## config.mk

```make
export PLATFORM = sky130hd
export DESIGN_NAME = mc_ctrl_fsm_flat
export DESIGN_NICKNAME = d
export VERILOG_FILES = /design/src/rtl/mc_ctrl_pkg.sv /design/src/rtl/mc_ctrl_if.sv /design/src/rtl/mc_ctrl_outdec.sv /design/src/rtl/mc_ctrl_fsm.sv /design/src/flat_wrapper.sv
export SDC_FILE = /design/constraint.sdc
export NUM_CORES = 1
export LEC_CHECK = 0
export BUFFER_PORTS_ARGS = -buffer_cell sky130_fd_sc_hd__buf_2
export CORE_MARGIN = 5
export CORE_UTILIZATION = 35
export DETAILED_ROUTE_END_ITERATION = 8
export GPL_TIMING_DRIVEN = 0
export HOLD_SLACK_MARGIN = 0.05
export SKIP_CTS_REPAIR_TIMING = 1
export SYNTH_ARGS = -nofsm -noshare
export SYNTH_HDL_FRONTEND = slang
export SYNTH_HIERARCHICAL = 1
export SYNTH_SLANG_ARGS = --single-unit
```

## constraint.sdc

```tcl
create_clock -name clk -period 2.6 [get_ports clk]
set_input_delay 0.26 -clock clk [delete_from_list [all_inputs] [get_ports clk]]
set_output_delay 0.26 -clock clk [all_outputs]
set_load 0.005 [all_outputs]
```

## src/rtl/mc_ctrl_pkg.sv

```systemverilog
// rtl/mc_ctrl_pkg.sv - shared types and encodings for the multicycle main controller
package mc_ctrl_pkg;

    typedef enum logic [3:0] {
        S_FETCH  = 4'd0,
        S_DECODE = 4'd1,
        S_MEMADR = 4'd2,
        S_MEMRD  = 4'd3,
        S_MEMWB  = 4'd4,
        S_MEMWR  = 4'd5,
        S_EXEC   = 4'd6,
        S_ALUWB  = 4'd7,
        S_ADDIEX = 4'd8,
        S_ADDIWB = 4'd9,
        S_BRANCH = 4'd10,
        S_JUMP   = 4'd11,
        S_JAL    = 4'd12,
        S_TRAP   = 4'd13
    } state_t;

    localparam logic [5:0] OP_RTYPE = 6'b000000;
    localparam logic [5:0] OP_ADDI  = 6'b001000;
    localparam logic [5:0] OP_BEQ   = 6'b000100;
    localparam logic [5:0] OP_J     = 6'b000010;
    localparam logic [5:0] OP_JAL   = 6'b000011;
    localparam logic [5:0] OP_LW    = 6'b100011;
    localparam logic [5:0] OP_SW    = 6'b101011;

    localparam logic [1:0] ALU_ADD   = 2'b00;
    localparam logic [1:0] ALU_SUB   = 2'b01;
    localparam logic [1:0] ALU_FUNCT = 2'b10;

    localparam logic [1:0] SRCB_RT     = 2'b00;
    localparam logic [1:0] SRCB_FOUR   = 2'b01;
    localparam logic [1:0] SRCB_IMM    = 2'b10;
    localparam logic [1:0] SRCB_IMM_SH = 2'b11;

    localparam logic [1:0] PCSRC_ALU    = 2'b00;
    localparam logic [1:0] PCSRC_ALUOUT = 2'b01;
    localparam logic [1:0] PCSRC_JUMP   = 2'b10;

    typedef struct packed {
        logic       mem_req;
        logic       iord;
        logic       we_mem;
        logic       ir_we;
        logic       pc_we;
        logic       branch;
        logic       reg_dst;
        logic       mem2reg;
        logic       we_reg;
        logic       alu_src_a;
        logic [1:0] alu_src_b;
        logic [1:0] alu_op;
        logic [1:0] pc_src;
        logic       wd_sel;
        logic       wa_sel;
    } ctrl_t;

    // Opcode dispatch out of DECODE; unsupported opcodes land in TRAP.
    function automatic state_t decode_op(input logic [5:0] op);
        case (op)
            OP_RTYPE:     decode_op = S_EXEC;
            OP_ADDI:      decode_op = S_ADDIEX;
            OP_BEQ:       decode_op = S_BRANCH;
            OP_J:         decode_op = S_JUMP;
            OP_JAL:       decode_op = S_JAL;
            OP_LW, OP_SW: decode_op = S_MEMADR;
            default:      decode_op = S_TRAP;
        endcase
    endfunction

endpackage

```

## src/rtl/mc_ctrl_if.sv

```systemverilog
// rtl/mc_ctrl_if.sv - controller-to-datapath control bus with memory handshake
interface mc_ctrl_if;
    logic [5:0] opcode;
    logic       mem_ready;
    logic       mem_req;
    logic       iord;
    logic       we_mem;
    logic       ir_we;
    logic       pc_we;
    logic       branch;
    logic       reg_dst;
    logic       mem2reg;
    logic       we_reg;
    logic       alu_src_a;
    logic [1:0] alu_src_b;
    logic [1:0] alu_op;
    logic [1:0] pc_src;
    logic       wd_sel;
    logic       wa_sel;

    modport master (
        input  opcode, mem_ready,
        output mem_req, iord, we_mem, ir_we, pc_we, branch, reg_dst, mem2reg,
               we_reg, alu_src_a, alu_src_b, alu_op, pc_src, wd_sel, wa_sel
    );

    modport slave (
        output opcode, mem_ready,
        input  mem_req, iord, we_mem, ir_we, pc_we, branch, reg_dst, mem2reg,
               we_reg, alu_src_a, alu_src_b, alu_op, pc_src, wd_sel, wa_sel
    );
endinterface

```

## src/rtl/mc_ctrl_outdec.sv

```systemverilog
// rtl/mc_ctrl_outdec.sv - state to control-word decoder
module mc_ctrl_outdec
    import mc_ctrl_pkg::*;
(
    input  state_t state,
    input  logic   mem_ready,
    input  logic   rst_n,
    output ctrl_t  cw
);

    // Moore decode of state; only the FETCH IR/PC loads follow mem_ready, and reset masks every enable.
    always_comb begin
        cw = '0;
        case (state)
            S_FETCH: begin
                cw.mem_req   = 1'b1;
                cw.alu_src_b = SRCB_FOUR;
                cw.alu_op    = ALU_ADD;
                cw.pc_src    = PCSRC_ALU;
                cw.ir_we     = mem_ready;
                cw.pc_we     = mem_ready;
            end
            S_DECODE: begin
                cw.alu_src_b = SRCB_IMM_SH;
                cw.alu_op    = ALU_ADD;
            end
            S_MEMADR, S_ADDIEX: begin
                cw.alu_src_a = 1'b1;
                cw.alu_src_b = SRCB_IMM;
                cw.alu_op    = ALU_ADD;
            end
            S_MEMRD: begin
                cw.mem_req = 1'b1;
                cw.iord    = 1'b1;
            end
            S_MEMWB: begin
                cw.we_reg  = 1'b1;
                cw.mem2reg = 1'b1;
            end
            S_MEMWR: begin
                cw.mem_req = 1'b1;
                cw.iord    = 1'b1;
                cw.we_mem  = 1'b1;
            end
            S_EXEC: begin
                cw.alu_src_a = 1'b1;
                cw.alu_src_b = SRCB_RT;
                cw.alu_op    = ALU_FUNCT;
            end
            S_ALUWB: begin
                cw.we_reg  = 1'b1;
                cw.reg_dst = 1'b1;
            end
            S_ADDIWB: begin
                cw.we_reg = 1'b1;
            end
            S_BRANCH: begin
                cw.alu_src_a = 1'b1;
                cw.alu_src_b = SRCB_RT;
                cw.alu_op    = ALU_SUB;
                cw.pc_src    = PCSRC_ALUOUT;
                cw.branch    = 1'b1;
            end
            S_JUMP: begin
                cw.pc_src = PCSRC_JUMP;
                cw.pc_we  = 1'b1;
            end
            S_JAL: begin
                cw.pc_src = PCSRC_JUMP;
                cw.pc_we  = 1'b1;
                cw.we_reg = 1'b1;
                cw.wd_sel = 1'b1;
                cw.wa_sel = 1'b1;
            end
            default: begin
                cw = '0;
            end
        endcase
        if (!rst_n) begin
            cw.mem_req = 1'b0;
            cw.we_mem  = 1'b0;
            cw.ir_we   = 1'b0;
            cw.pc_we   = 1'b0;
            cw.branch  = 1'b0;
            cw.we_reg  = 1'b0;
        end
    end

endmodule

```

## src/rtl/mc_ctrl_fsm.sv

```systemverilog
// rtl/mc_ctrl_fsm.sv - multicycle MIPS main controller with retired-instruction counter
module mc_ctrl_fsm
    import mc_ctrl_pkg::*;
#(
    parameter int CNT_W = 32
) (
    input  logic             clk,
    input  logic             rst_n,
    mc_ctrl_if.master        bus,
    output logic             illegal,
    output logic [CNT_W-1:0] retired
);

    state_t state;
    state_t next_state;
    ctrl_t  cw;

    // Next-state selection; the memory states wait on mem_ready, others advance unconditionally.
    always_comb begin
        next_state = state;
        case (state)
            S_FETCH:  next_state = bus.mem_ready ? S_DECODE : S_FETCH;
            S_DECODE: next_state = decode_op(bus.opcode);
            S_MEMADR: next_state = (bus.opcode == OP_SW) ? S_MEMWR : S_MEMRD;
            S_MEMRD:  next_state = bus.mem_ready ? S_MEMWB : S_MEMRD;
            S_MEMWR:  next_state = bus.mem_ready ? S_FETCH : S_MEMWR;
            S_EXEC:   next_state = S_ALUWB;
            S_ADDIEX: next_state = S_ADDIWB;
            S_TRAP:   next_state = S_TRAP;
            default:  next_state = S_FETCH;
        endcase
    end

    // State, retire counter and sticky illegal flag; an instruction retires when control returns to FETCH.
    always_ff @(posedge clk or negedge rst_n) begin
        if (!rst_n) begin
            state   <= S_FETCH;
            retired <= '0;
            illegal <= 1'b0;
        end else begin
            state <= next_state;
            if (state != S_FETCH && next_state == S_FETCH) begin
                retired <= retired + {{(CNT_W-1){1'b0}}, 1'b1};
            end
            if (next_state == S_TRAP) begin
                illegal <= 1'b1;
            end
        end
    end

    mc_ctrl_outdec u_outdec (
        .state     (state),
        .mem_ready (bus.mem_ready),
        .rst_n     (rst_n),
        .cw        (cw)
    );

    assign bus.mem_req   = cw.mem_req;
    assign bus.iord      = cw.iord;
    assign bus.we_mem    = cw.we_mem;
    assign bus.ir_we     = cw.ir_we;
    assign bus.pc_we     = cw.pc_we;
    assign bus.branch    = cw.branch;
    assign bus.reg_dst   = cw.reg_dst;
    assign bus.mem2reg   = cw.mem2reg;
    assign bus.we_reg    = cw.we_reg;
    assign bus.alu_src_a = cw.alu_src_a;
    assign bus.alu_src_b = cw.alu_src_b;
    assign bus.alu_op    = cw.alu_op;
    assign bus.pc_src    = cw.pc_src;
    assign bus.wd_sel    = cw.wd_sel;
    assign bus.wa_sel    = cw.wa_sel;

endmodule

```

## src/flat_wrapper.sv

```systemverilog
// flat-port wrapper written by rule: the top's interface ports become plain ports
module mc_ctrl_fsm_flat import mc_ctrl_pkg::*;
#(
    parameter int CNT_W = 32
)
  (clk, rst_n, illegal, retired, bus_opcode, bus_mem_ready, bus_mem_req, bus_iord, bus_we_mem, bus_ir_we, bus_pc_we, bus_branch, bus_reg_dst, bus_mem2reg, bus_we_reg, bus_alu_src_a, bus_alu_src_b, bus_alu_op, bus_pc_src, bus_wd_sel, bus_wa_sel);
  mc_ctrl_if bus_i ();
  input  logic clk;
  input  logic rst_n;
  output logic illegal;
  output logic [CNT_W-1:0] retired;
  input wire logic [$bits(bus_i.opcode)-1:0] bus_opcode;
  input wire logic [$bits(bus_i.mem_ready)-1:0] bus_mem_ready;
  output wire logic [$bits(bus_i.mem_req)-1:0] bus_mem_req;
  output wire logic [$bits(bus_i.iord)-1:0] bus_iord;
  output wire logic [$bits(bus_i.we_mem)-1:0] bus_we_mem;
  output wire logic [$bits(bus_i.ir_we)-1:0] bus_ir_we;
  output wire logic [$bits(bus_i.pc_we)-1:0] bus_pc_we;
  output wire logic [$bits(bus_i.branch)-1:0] bus_branch;
  output wire logic [$bits(bus_i.reg_dst)-1:0] bus_reg_dst;
  output wire logic [$bits(bus_i.mem2reg)-1:0] bus_mem2reg;
  output wire logic [$bits(bus_i.we_reg)-1:0] bus_we_reg;
  output wire logic [$bits(bus_i.alu_src_a)-1:0] bus_alu_src_a;
  output wire logic [$bits(bus_i.alu_src_b)-1:0] bus_alu_src_b;
  output wire logic [$bits(bus_i.alu_op)-1:0] bus_alu_op;
  output wire logic [$bits(bus_i.pc_src)-1:0] bus_pc_src;
  output wire logic [$bits(bus_i.wd_sel)-1:0] bus_wd_sel;
  output wire logic [$bits(bus_i.wa_sel)-1:0] bus_wa_sel;
  assign bus_i.opcode = bus_opcode;
  assign bus_i.mem_ready = bus_mem_ready;
  assign bus_mem_req = bus_i.mem_req;
  assign bus_iord = bus_i.iord;
  assign bus_we_mem = bus_i.we_mem;
  assign bus_ir_we = bus_i.ir_we;
  assign bus_pc_we = bus_i.pc_we;
  assign bus_branch = bus_i.branch;
  assign bus_reg_dst = bus_i.reg_dst;
  assign bus_mem2reg = bus_i.mem2reg;
  assign bus_we_reg = bus_i.we_reg;
  assign bus_alu_src_a = bus_i.alu_src_a;
  assign bus_alu_src_b = bus_i.alu_src_b;
  assign bus_alu_op = bus_i.alu_op;
  assign bus_pc_src = bus_i.pc_src;
  assign bus_wd_sel = bus_i.wd_sel;
  assign bus_wa_sel = bus_i.wa_sel;
  mc_ctrl_fsm #(.CNT_W(CNT_W)) u_core (.clk(clk), .rst_n(rst_n), .bus(bus_i), .illegal(illegal), .retired(retired));
endmodule
```

=== Yosys cells after proc, flatten, opt, wreduce, memory -nomap -nowiden ===
Index checks and enable logic that the tools add are counted.

* Add/sub/neg operators: 1
* Multipliers: 0
* Divide/modulo/power cells: 0
* Order comparisons: 0
* Equality and inequality tests: 20
* Shift operators: 0
* Muxes and demuxes: 22
* Bitwise gates (word level): 0
* Reductions and logical operators: 12

{| class="wikitable"
|+ Operators with widths
! operator !! count
|-
| 32-bit by 1-bit adder with 32-bit output, second input constant || 1
|-
| 4-bit one-hot mux with 8 select lines || 1
|-
| 4-bit == test, second input constant || 7
|-
| 4-bit one-hot mux with 6 select lines || 1
|-
| 4-bit one-hot mux with 5 select lines || 1
|-
| 4-bit by 3-bit == test with 1-bit output, second input constant || 4
|-
| 6-bit by 2-bit == test with 1-bit output, second input constant || 2
|-
| 6-bit == test, second input constant || 2
|-
| 1-bit two-way mux || 12
|-
| 3-bit two-way mux || 3
|-
| 4-bit by 2-bit == test with 1-bit output, second input constant || 2
|-
| 4-bit logical NOT || 2
|-
| 2-bit OR reduction || 4
|-
| 4-bit OR reduction || 2
|-
| 6-bit by 3-bit == test with 1-bit output, second input constant || 1
|-
| 6-bit by 4-bit == test with 1-bit output, second input constant || 1
|-
| 6-bit logical NOT || 1
|-
| 4-bit by 1-bit == test with 1-bit output, second input constant || 1
|-
| 4-bit two-way mux || 1
|-
| 2-bit one-hot mux with 2 select lines || 1
|-
| 4-bit nonzero test || 1
|-
| 3-bit OR reduction || 1
|-
| 2-bit two-way mux || 1
|-
| 1-bit one-hot mux with 2 select lines || 1
|-
| 1-bit logical AND || 1
|}

* Flip-flop bits (word level): 37
* Latch bits: 0
* Bits in writable memories: 0
* ROM bits: 0
* Input bits: 9
* Output and inout port bits: 51
* Logic and storage cells: 58
* Memories kept: 0

=== Depth between registers and ports, before layout ===
Gate-level depths: netlist of the first run.

* Depth in word-level cells: 6
* Gate-level depth with buffers: 9
* Gate-level depth less buffers: 6

=== Modules after synthesis ===
The synthesis of the first run kept the hierarchy.

{| class="wikitable"
|+ By module, submodules not included
! module !! times used !! cells an instance !! area each (um^2) !! sequential area each (um^2)
|-
| mc_ctrl_fsm || 1 || 218 || 2113.3 || 925.9
|-
| mc_ctrl_outdec || 1 || 38 || 249.0 || 0.0
|}

=== Least setup slack after synthesis of the first run ===
No wires, ideal clock.

* Kind: register to register
* From: reg u_core.state[3]
* To: reg u_core.retired[17]
* Arrival: 2473 ps
* Required time: 2468 ps
* Path slack: -5 ps
* Cell stages (with the launch flop): 10
* Buffers on the path: 3
* Period minus slack after synthesis: 2605 ps
* Path through: dfrtp_1 buf_2 or4b_2 or3b_1 o31ai_1 or4b_1 clkbuf_1 buf_2 nor3_1 xor2_1

* Word-level cells in the longest chain between the ends: 4
* Elaborated cells on any way between the ends: 12
* Those cells by class: eq/ne: 7; mux: 1; reduce/logical: 4

{| class="wikitable"
|+ Ends and longest elaborated chain
! element !! line !! RTL
|-
| start: declaration || mc_ctrl_fsm.sv:14 || <nowiki>state_t state;</nowiki>
|-
| start signal: assignment || mc_ctrl_fsm.sv:41 || <nowiki>state <= next_state;</nowiki>
|-
| 4-bit == test, or another cell as far along || mc_ctrl_fsm.sv:21 || <nowiki>case (state)</nowiki>
|-
| 4-bit one-hot mux with 8 select lines (*) || mc_ctrl_fsm.sv:21 ||
|-
| net u_core.next_state[3] || mc_ctrl_fsm.sv:15 || <nowiki>state_t next_state;</nowiki>
|-
| 4-bit logical NOT (*) || mc_ctrl_fsm.sv:42 || <nowiki>if (state != S_FETCH && next_state == S_FETCH) begin</nowiki>
|-
| 1-bit logical AND (*) || mc_ctrl_fsm.sv:42 ||
|-
| end signal: assignment || mc_ctrl_fsm.sv:43 || <nowiki>retired <= retired + {{(CNT_W-1){1'b0}}, 1'b1};</nowiki>
|-
| end: declaration || mc_ctrl_fsm.sv:11 || <nowiki>output logic [CNT_W-1:0] retired</nowiki>
|}

Mark *: on every way through the listed nets, which the timed path passes. The rest lies on a longest branch.
A chain may end at the register's enable or synchronous reset.

=== Worst setup path after layout of the first run ===
* From: reg u_core.state[3]
* To: reg u_core.retired[27]

Same word-level chain as after synthesis.

==> impl_table.tex, run 1 <==
\begin{tabular}{lr}
\hline
Metric & Value \\
\hline
\multicolumn{2}{l}{\textbf{Clock network}} \\
\quad Root buffer cell & sky130\_fd\_sc\_hd\_\_clkbuf\_8 \\
\quad Clock slew at the register clock pins of the worst setup and hold paths & 0.08 ns \\
\quad Number of buffers added by the clock tree synthesis step & 5 \\
\quad Max H-tree Level & 2 \\
\quad CTS tree & done \\
\quad Max clock buf depth & 2 \\
\quad Worst-skew pair later-pin latency & between 0.2 and 0.3 ns \\
\quad Total clock sinks & 37 \\
\multicolumn{2}{l}{\textbf{GRT}} \\
\quad Leftover overflow at the end of global routing & 0 \\
\quad Number of antenna violations at the first check in global routing & 0 \\
\quad Maximum number of pins on one net before global-route repair & 43 \\
\quad GRT Overall Usage & 14.0\% \\
\quad Via count of the first global-routing pass & just over 2000 \\
\quad Global-route wire length before repair & around 10 mm \\
\multicolumn{2}{l}{\textbf{Detailed routing}} \\
\quad Antenna-violating nets left & 0 \\
\quad Routed via count divided by cell count & between 5 and 6 \\
\quad 1st-pass router iterations & 4 \\
\quad Initial DRC count & $\sim$110 \\
\quad Vias after detailed routing & $\sim$2100 \\
\quad Residual DRC count & 0 \\
\quad Detailed-route wire length per cell & 14.6 um \\
\quad Final Routed Wirelength & 5.96 mm \\
\multicolumn{2}{l}{\textbf{Setup path}} \\
\quad Worst setup path category & flip-flop to flip-flop \\
\quad Kind of cell adding the most delay to the critical path & simple AND/OR/NAND/NOR gates \\
\quad Critical path fanouts, max & 10 \\
\quad Number of buffer and inverter stages on the critical path & 1 \\
\quad Startpoint type of the worst setup path & flip-flop \\
\quad Worst-path cell with the longest stage delay & sky130\_fd\_sc\_hd\_\_or4b\_2 \\
\quad Cells along the critical path & or4b\_2 > or3b\_1 > o31ai\_2 > or4b\_4 > buf\_6 > nor4\_2 > xor2\_1 \\
\quad Arrival time worst endpoint & between 2 and 3 ns \\
\quad Type of destination of the critical path & flip-flop \\
\quad Critical path data required time & 2.76 ns \\
\quad Largest incremental delay on the critical path & 0.72 ns \\
\multicolumn{2}{l}{\textbf{Layout}} \\
\quad Share of layout cells above drive strength 1 & approximately a third \\
\quad Number of antenna repair diodes & 0 \\
\quad Layout Nets & roughly 340 \\
\quad Post-layout instance area & slightly below 3000 sq um \\
\quad Relative area change from synthesis to final layout & 25.1\% \\
\multicolumn{2}{l}{\textbf{Floorplan}} \\
\quad Placeable core region & 6680 sq um \\
\quad Number of primary I/O pins & 60 \\
\quad Effective utilization at floorplan & 35.4\% \\
\quad DIE AREA & about 8500 sq um \\
\quad Die span in y & $\sim$92 um \\
\quad Floorplan row count & 30 \\
\quad Horizontal extent of the die & 92.2 um \\
\multicolumn{2}{l}{\textbf{Timing}} \\
\quad Final max-slew violation count & 0 \\
\quad Slew at the pin with the worst max-slew slack & between 1 and 1.5 ns \\
\quad Achievable Freq & slightly below 0.4 GHz \\
\quad Minimum clock period after layout & $\sim$2.5 ns \\
\quad Final worst path period share & between 90\% and 100\% \\
\quad Final setup violation count & 0 \\
\quad Setup Skew & 0.00993 ns \\
\quad Final Hold Violating Endpoints & 0 \\
\quad Slew Limit Headroom & a little over 20\% \\
\quad Worst Hold Margin & 0.0962 ns \\
\multicolumn{2}{l}{\textbf{Synth}} \\
\quad Average footprint of a synthesized cell & $\sim$9.2 sq um \\
\quad Cells taking the most area after synthesis & sky130\_fd\_sc\_hd\_\_dfrtp\_1 39\%, sky130\_fd\_sc\_hd\_\_xor2\_1 9.6\%, sky130\_fd\_sc\_hd\_\_nor3\_1 5.7\% \\
\quad Register bit total from synthesis & 37 \\
\quad Post-Syn Instances & $\sim$260 \\
\quad Cell with the most instances after synthesis & sky130\_fd\_sc\_hd\_\_dfrtp\_1 \\
\quad Mapped Area & between 2000 and 2500 sq um \\
\quad Commonest register cell after synthesis & sky130\_fd\_sc\_hd\_\_dfrtp\_1 \\
\quad Post-synthesis async set-or-reset flop share & 100\% \\
\quad Number of flops mapped to enable cells by yosys & 0 \\
\quad Top post-synthesis cells by count & 37 x sky130\_fd\_sc\_hd\_\_dfrtp\_1, 27 x sky130\_fd\_sc\_hd\_\_nor3\_1, 26 x sky130\_fd\_sc\_hd\_\_xor2\_1 \\
\quad Number of distinct standard cells referenced by the synthesized netlist & 55 \\
\quad Library cell with the largest summed area after synthesis & sky130\_fd\_sc\_hd\_\_dfrtp\_1 \\
\quad Synth Warn \# & 6 \\
\quad Portion of synthesized cell area occupied by the leading cell type & 39.2\% \\
\quad Sequential area share after synthesis & around 40\% \\
\quad Post-Syn Nets & between 200 and 300 \\
\multicolumn{2}{l}{\textbf{Pwr}} \\
\quad Pleak & around 1.5 nW \\
\quad PwrDens & 832 nW/um\^{}2 \\
\quad Post-layout power & 0.00246 W \\
\quad Worst ir drop on vdd & $\sim$0.36 mV \\
\multicolumn{2}{l}{\textbf{Status}} \\
\quad Outcome & complete, no violations \\
\multicolumn{2}{l}{\textbf{Place}} \\
\quad Area after DPL & about 2800 sq um \\
\quad HPWL after detailed placement & 4.32 mm \\
\quad Number of buffers added on ports & 58 \\
\quad RePlAce Congestion & $\sim$0.81 \\
\multicolumn{2}{l}{\textbf{Hold path}} \\
\quad Path category of the worst min-delay check & input port to asynchronous set/reset pin \\
\multicolumn{2}{l}{\textbf{Flow run}} \\
\quad Max-Cap Viols & 0 \\
\hline
\end{tabular}
power breakdown:
part	switching, W	leakage [nW]	internal [W]
sequential	0.0000966	0.465	0.000647
combinational	0.000748	0.986	0.000539
clock	0.000211	0.0512	0.000215
total	0.00106	1.50	0.00140
placed cells by master (no fill, tap or decap), types with 3 or more instances in the layout:
cell                       Yosys  layout
sky130_fd_sc_hd__and3_1       10      10
sky130_fd_sc_hd__nor4_1        3       3
sky130_fd_sc_hd__nor2_1       17      17
sky130_fd_sc_hd__nor3_2        0       3
sky130_fd_sc_hd__buf_2         4      60
sky130_fd_sc_hd__nor3_1       27      24
sky130_fd_sc_hd__nand2_1      19      19
sky130_fd_sc_hd__dfrtp_1      37      35
sky130_fd_sc_hd__buf_4         2      11
sky130_fd_sc_hd__nor3b_1       3       3
sky130_fd_sc_hd__xnor2_1       7       7
sky130_fd_sc_hd__a21oi_1       4       4
sky130_fd_sc_hd__xor2_1       26      26
sky130_fd_sc_hd__clkbuf_8      0       6
sky130_fd_sc_hd__inv_1        12      12
sky130_fd_sc_hd__buf_6         3       3
sky130_fd_sc_hd__nand3_1      10      10
sky130_fd_sc_hd__o21ai_0       3       3
sky130_fd_sc_hd__nor2b_1       3       3
sky130_fd_sc_hd__nor4_2        8       7
sky130_fd_sc_hd__nand2b_1      4       4
sky130_fd_sc_hd__nand4_1      11      11
routing by layer:
metal	share of wire, %	vias to the layer above	routed length [um]	GRT usage (%)
met1	49	1013	2900	18.8
li1	-	1047	-	-
met4	1.1	0	65	4.46
met5	0	-	0	0
met3	6.0	6	355	3.53
met2	44	60	2640	21.9
metrics by stage:
stage / util (%) / TNS [ns] / instances / setup slack (ns)
4_1_cts: 42.7 / -8.83 / 402 / -0.352
3_5_place_dp: 41.2 / -8.30 / 394 / -0.332
5_1_grt: 44.2 / -0.00487 / 407 / -0.00487
2_1_floorplan: - / -0.0124 / 256 / -0.00247
6_report: 44.2 / 0 / 407 / 0.0755
3_3_place_gp: 41.2 / -8.07 / 394 / -0.336
path summary, 6_finish.rpt:
| kind | startpoint | end | slack [ns] | cells after the start |
|---|---|---|---|---|
| max in group asynchronous | rst_n | u_core/state[1]$_DFF_PN0_ | 1.89 | 1 |
| min | rst_n | u_core/state[3]$_DFF_PN0_ | 0.1 | 1 |
| min reg2reg | u_core/retired[31]$_DFFE_PN0P_ | u_core/retired[31]$_DFFE_PN0P_ | 0.47 | 1 |
| max reg2reg | u_core/state[3]$_DFF_PN0_ | u_core/retired[27]$_DFFE_PN0P_ | 0.08 | 7 |
| min in group clk | bus_opcode[3] | u_core/state[1]$_DFF_PN0_ | 0.37 | 3 |
| max | u_core/state[3]$_DFF_PN0_ | u_core/retired[27]$_DFFE_PN0P_ | 0.08 | 7 |
logic make-up after synthesis:
kind of cell / synth area share, %
simple gates: 32.6
flops: 39.2
xor+xnor: 12.2
buf+inv: 5.93
compound gates: 9.00
mux: 0.477
fa+ha+maj: 0.530
worst register-to-register path: cells and delay by family (launching register included):
kind | cells | cell delay (ns)
AND/OR/NAND/NOR | 4 | 1.46
flip-flops | 1 | 0.48
buffers and inverters | 1 | 0.18
XOR/XNOR | 1 | 0.15
AO/OA/AOI/OAI | 1 | 0.11
state kept, by name, indices dropped and copies added, names as in the netlist:
register	flops
u_core/retired	32
u_core/state	4
u_core/illegal	1
area by class of cell:
type                       instances  area [sq um]
clock buffer                       6          82.6
multi-input combinational        191          1340
tap                               80           100
sequential                        37           928
timing repair buffer              65           343
fill                             660          3730
clock inverter                     2          13.8
buffer                            14          98.8
inverter                          12          45.0
(Power assumes the default switching activity.)
==> run 2, diff against run 1 <==
- CELL_PAD_IN_SITES_DETAIL_PLACEMENT: unset -> 0
- CELL_PAD_IN_SITES_GLOBAL_PLACEMENT: unset -> 1
- PLACE_DENSITY_LB_ADDON: unset -> 0.1
==> impl_table.tex, run 2 (synthesis gave the netlist of run 1 again) <==
\begin{tabular}{lr}
\hline
Metric & Value \\
\hline
\multicolumn{2}{l}{\textbf{Layout}} \\
\quad Most frequent cells in the layout & 61 x sky130\_fd\_sc\_hd\_\_buf\_2, 35 x sky130\_fd\_sc\_hd\_\_dfrtp\_1, 26 x sky130\_fd\_sc\_hd\_\_xor2\_1 \\
\quad Relative area change from synthesis to final layout & 24.8\% \\
\quad Max FFs per register & 32 \\
\quad Number of antenna repair diodes & 0 \\
\quad Layout Nets & 336 \\
\quad Final Core Density & 44.1\% \\
\quad Count of filler cells inserted in the layout & approximately 700 \\
\quad Register name with the most flops & u\_core/retired \\
\quad Largest regs & u\_core/retired: 32 flops, u\_core/state: 4 flops, u\_core/illegal: 1 flops \\
\quad Post-layout instance area & slightly below 3000 sq um \\
\quad Commonest non-fill, non-tap cell in the layout & sky130\_fd\_sc\_hd\_\_buf\_2 \\
\quad Count of placed standard cells in the final layout, fillers left out & roughly 400 \\
\quad Share of layout cells above drive strength 1 & 33.6\% \\
\multicolumn{2}{l}{\textbf{Pwr}} \\
\quad Post-layout power & between 0.002 and 0.0025 W \\
\quad PwrDens & approximately 850 nW/um\^{}2 \\
\quad Pleak & about 1.5 nW \\
\quad Worst ir drop on vdd & 0.371 mV \\
\multicolumn{2}{l}{\textbf{Clock network}} \\
\quad Root buffer cell & sky130\_fd\_sc\_hd\_\_clkbuf\_8 \\
\quad Max clock buf depth & 2 \\
\quad Worst-skew pair later-pin latency & roughly 0.28 ns \\
\quad Max H-tree Level & 2 \\
\quad Number of buffers added by the clock tree synthesis step & 5 \\
\quad CTS tree & done \\
\quad Total clock sinks & 37 \\
\quad Clock slew at the register clock pins of the worst setup and hold paths & about 0.07 ns \\
\multicolumn{2}{l}{\textbf{Detailed routing}} \\
\quad Residual DRC count & 0 \\
\quad Antenna-violating nets left & 0 \\
\quad Routed via count divided by cell count & $\sim$5.3 \\
\quad Detailed-route wire length per cell & about 16 um \\
\quad Final Routed Wirelength & roughly 6.5 mm \\
\quad Vias after detailed routing & 2157 \\
\quad 1st-pass router iterations & 4 \\
\quad Initial DRC count & 39 \\
\multicolumn{2}{l}{\textbf{Setup path}} \\
\quad Arrival time worst endpoint & $\sim$2.7 ns \\
\quad Startpoint type of the worst setup path & flip-flop \\
\quad Critical path data required time & roughly 2.8 ns \\
\quad Critical path fanouts, max & 10 \\
\quad Type of destination of the critical path & flip-flop \\
\quad Worst setup path category & flip-flop to flip-flop \\
\multicolumn{2}{l}{\textbf{Timing}} \\
\quad Final Hold Violating Endpoints & 0 \\
\quad Slew Limit Headroom & 36.6\% \\
\quad Unrepaired setup endpoints after global routing & yes \\
\quad Achievable Freq & about 0.4 GHz \\
\quad Final worst path period share & a little over nine tenths \\
\quad Final max-slew violation count & 0 \\
\quad Minimum clock period after layout & about 2.5 ns \\
\quad Final setup violation count & 0 \\
\quad Slew at the pin with the worst max-slew slack & 0.950 ns \\
\quad Setup Skew & around 0.0042 ns \\
\multicolumn{2}{l}{\textbf{Floorplan}} \\
\quad Number of primary I/O pins & 60 \\
\quad Effective utilization at floorplan & a little over a third \\
\quad Placeable core region & 6680 sq um \\
\quad Die span in y & roughly 92 um \\
\quad Horizontal extent of the die & between 90 and 100 um \\
\quad DIE AREA & 8490 sq um \\
\quad Floorplan row count & 30 \\
\multicolumn{2}{l}{\textbf{Place}} \\
\quad Total instance count after detailed placement & 394 \\
\quad Number of buffers added on ports & between 50 and 60 \\
\quad Area after DPL & 2760 sq um \\
\quad RePlAce Congestion & between 0.7 and 0.8 \\
\quad HPWL after detailed placement & 4.52 mm \\
\multicolumn{2}{l}{\textbf{Status}} \\
\quad Outcome & complete, no violations \\
\multicolumn{2}{l}{\textbf{GRT}} \\
\quad Global-route wire length before repair & just over 10 mm \\
\quad Leftover overflow at the end of global routing & 0 \\
\quad GRT Overall Usage & about 15\% \\
\quad Maximum number of pins on one net before global-route repair & between 40 and 50 \\
\quad Number of antenna violations at the first check in global routing & 0 \\
\quad Via count of the first global-routing pass & between 2000 and 2500 \\
\multicolumn{2}{l}{\textbf{Flow run}} \\
\quad Max-Cap Viols & 0 \\
\multicolumn{2}{l}{\textbf{Hold path}} \\
\quad Path category of the worst min-delay check & input port to asynchronous set/reset pin \\
\hline
\end{tabular}
## run 2: cell count changes in the layout (fill, tap and decap cells not counted), sizes merged
cell | previous run | this run
clkinv | 2 | 0
buf | 74 | 75
clkbuf | 11 | 12
## run 2: report_power, final
group	internal (W)	total, W	switching, W
combinational	0.000573	0.00137	0.000802
sequential	0.000647	0.000735	0.0000877
clock	0.000191	0.000389	0.000198
## run 2: area by class of cell
cell class	instances	area [sq um]	share of cell area [%]
clock buffers	8	80.1	2.72
flip-flops and latches	37	928	31.5
well taps	80	100	3.40
multi-input cells	191	1350	45.8
repair buffers	65	343	11.6
inverters	12	45.0	1.53
plain buffers	14	100	3.40
## run 2: critical path, stage by stage, from the launching register on
cell and delay [ns]:
sky130_fd_sc_hd__dfrtp_2 0.47, sky130_fd_sc_hd__nor2b_1 0.18, sky130_fd_sc_hd__nor3b_1 0.14, sky130_fd_sc_hd__a221o_1 0.38
sky130_fd_sc_hd__or4b_4 0.60, sky130_fd_sc_hd__buf_6 0.19, sky130_fd_sc_hd__nor4_2 0.31, sky130_fd_sc_hd__xor2_1 0.16
## run 2: final timing paths
check / end / slack, ns / depth (start not counted) / startpoint
max: u_core/retired[27]$_DFFE_PN0P_ / 0.1 / 7 / u_core/state[1]$_DFF_PN0_
min reg2reg: u_core/illegal$_DFFE_PN0N_ / 0.47 / 1 / u_core/illegal$_DFFE_PN0N_
max in group asynchronous: u_core/state[1]$_DFF_PN0_ / 1.82 / 1 / rst_n
min: u_core/retired[1]$_DFFE_PN0P_ / 0.12 / 1 / rst_n
max reg2reg: u_core/retired[27]$_DFFE_PN0P_ / 0.1 / 7 / u_core/state[1]$_DFF_PN0_
min in group clk: u_core/state[1]$_DFF_PN0_ / 0.39 / 3 / bus_opcode[3]
## run 2: metal layers
metal,global-route usage (%),wire (um),up-vias
met4,4.08,59,0
met3,3.36,270,6
met1,19.3,3050,1055
li1,-,-,1049
met5,0,0,-
met2,24.8,3100,47
## run 2: metrics by stage
step | hold slack, ns | worst slack (ns) | TNS (ns)
3_3_place_gp | 0.453 | -0.351 | -9.26
4_1_cts | 0.159 | -0.340 | -8.88
2_1_floorplan | -0.0356 | -0.00247 | -0.0124
3_5_place_dp | 0.458 | -0.329 | -8.41
6_report | 0.120 | 0.0951 | 0
5_1_grt | 0.205 | -0.0153 | -0.0257
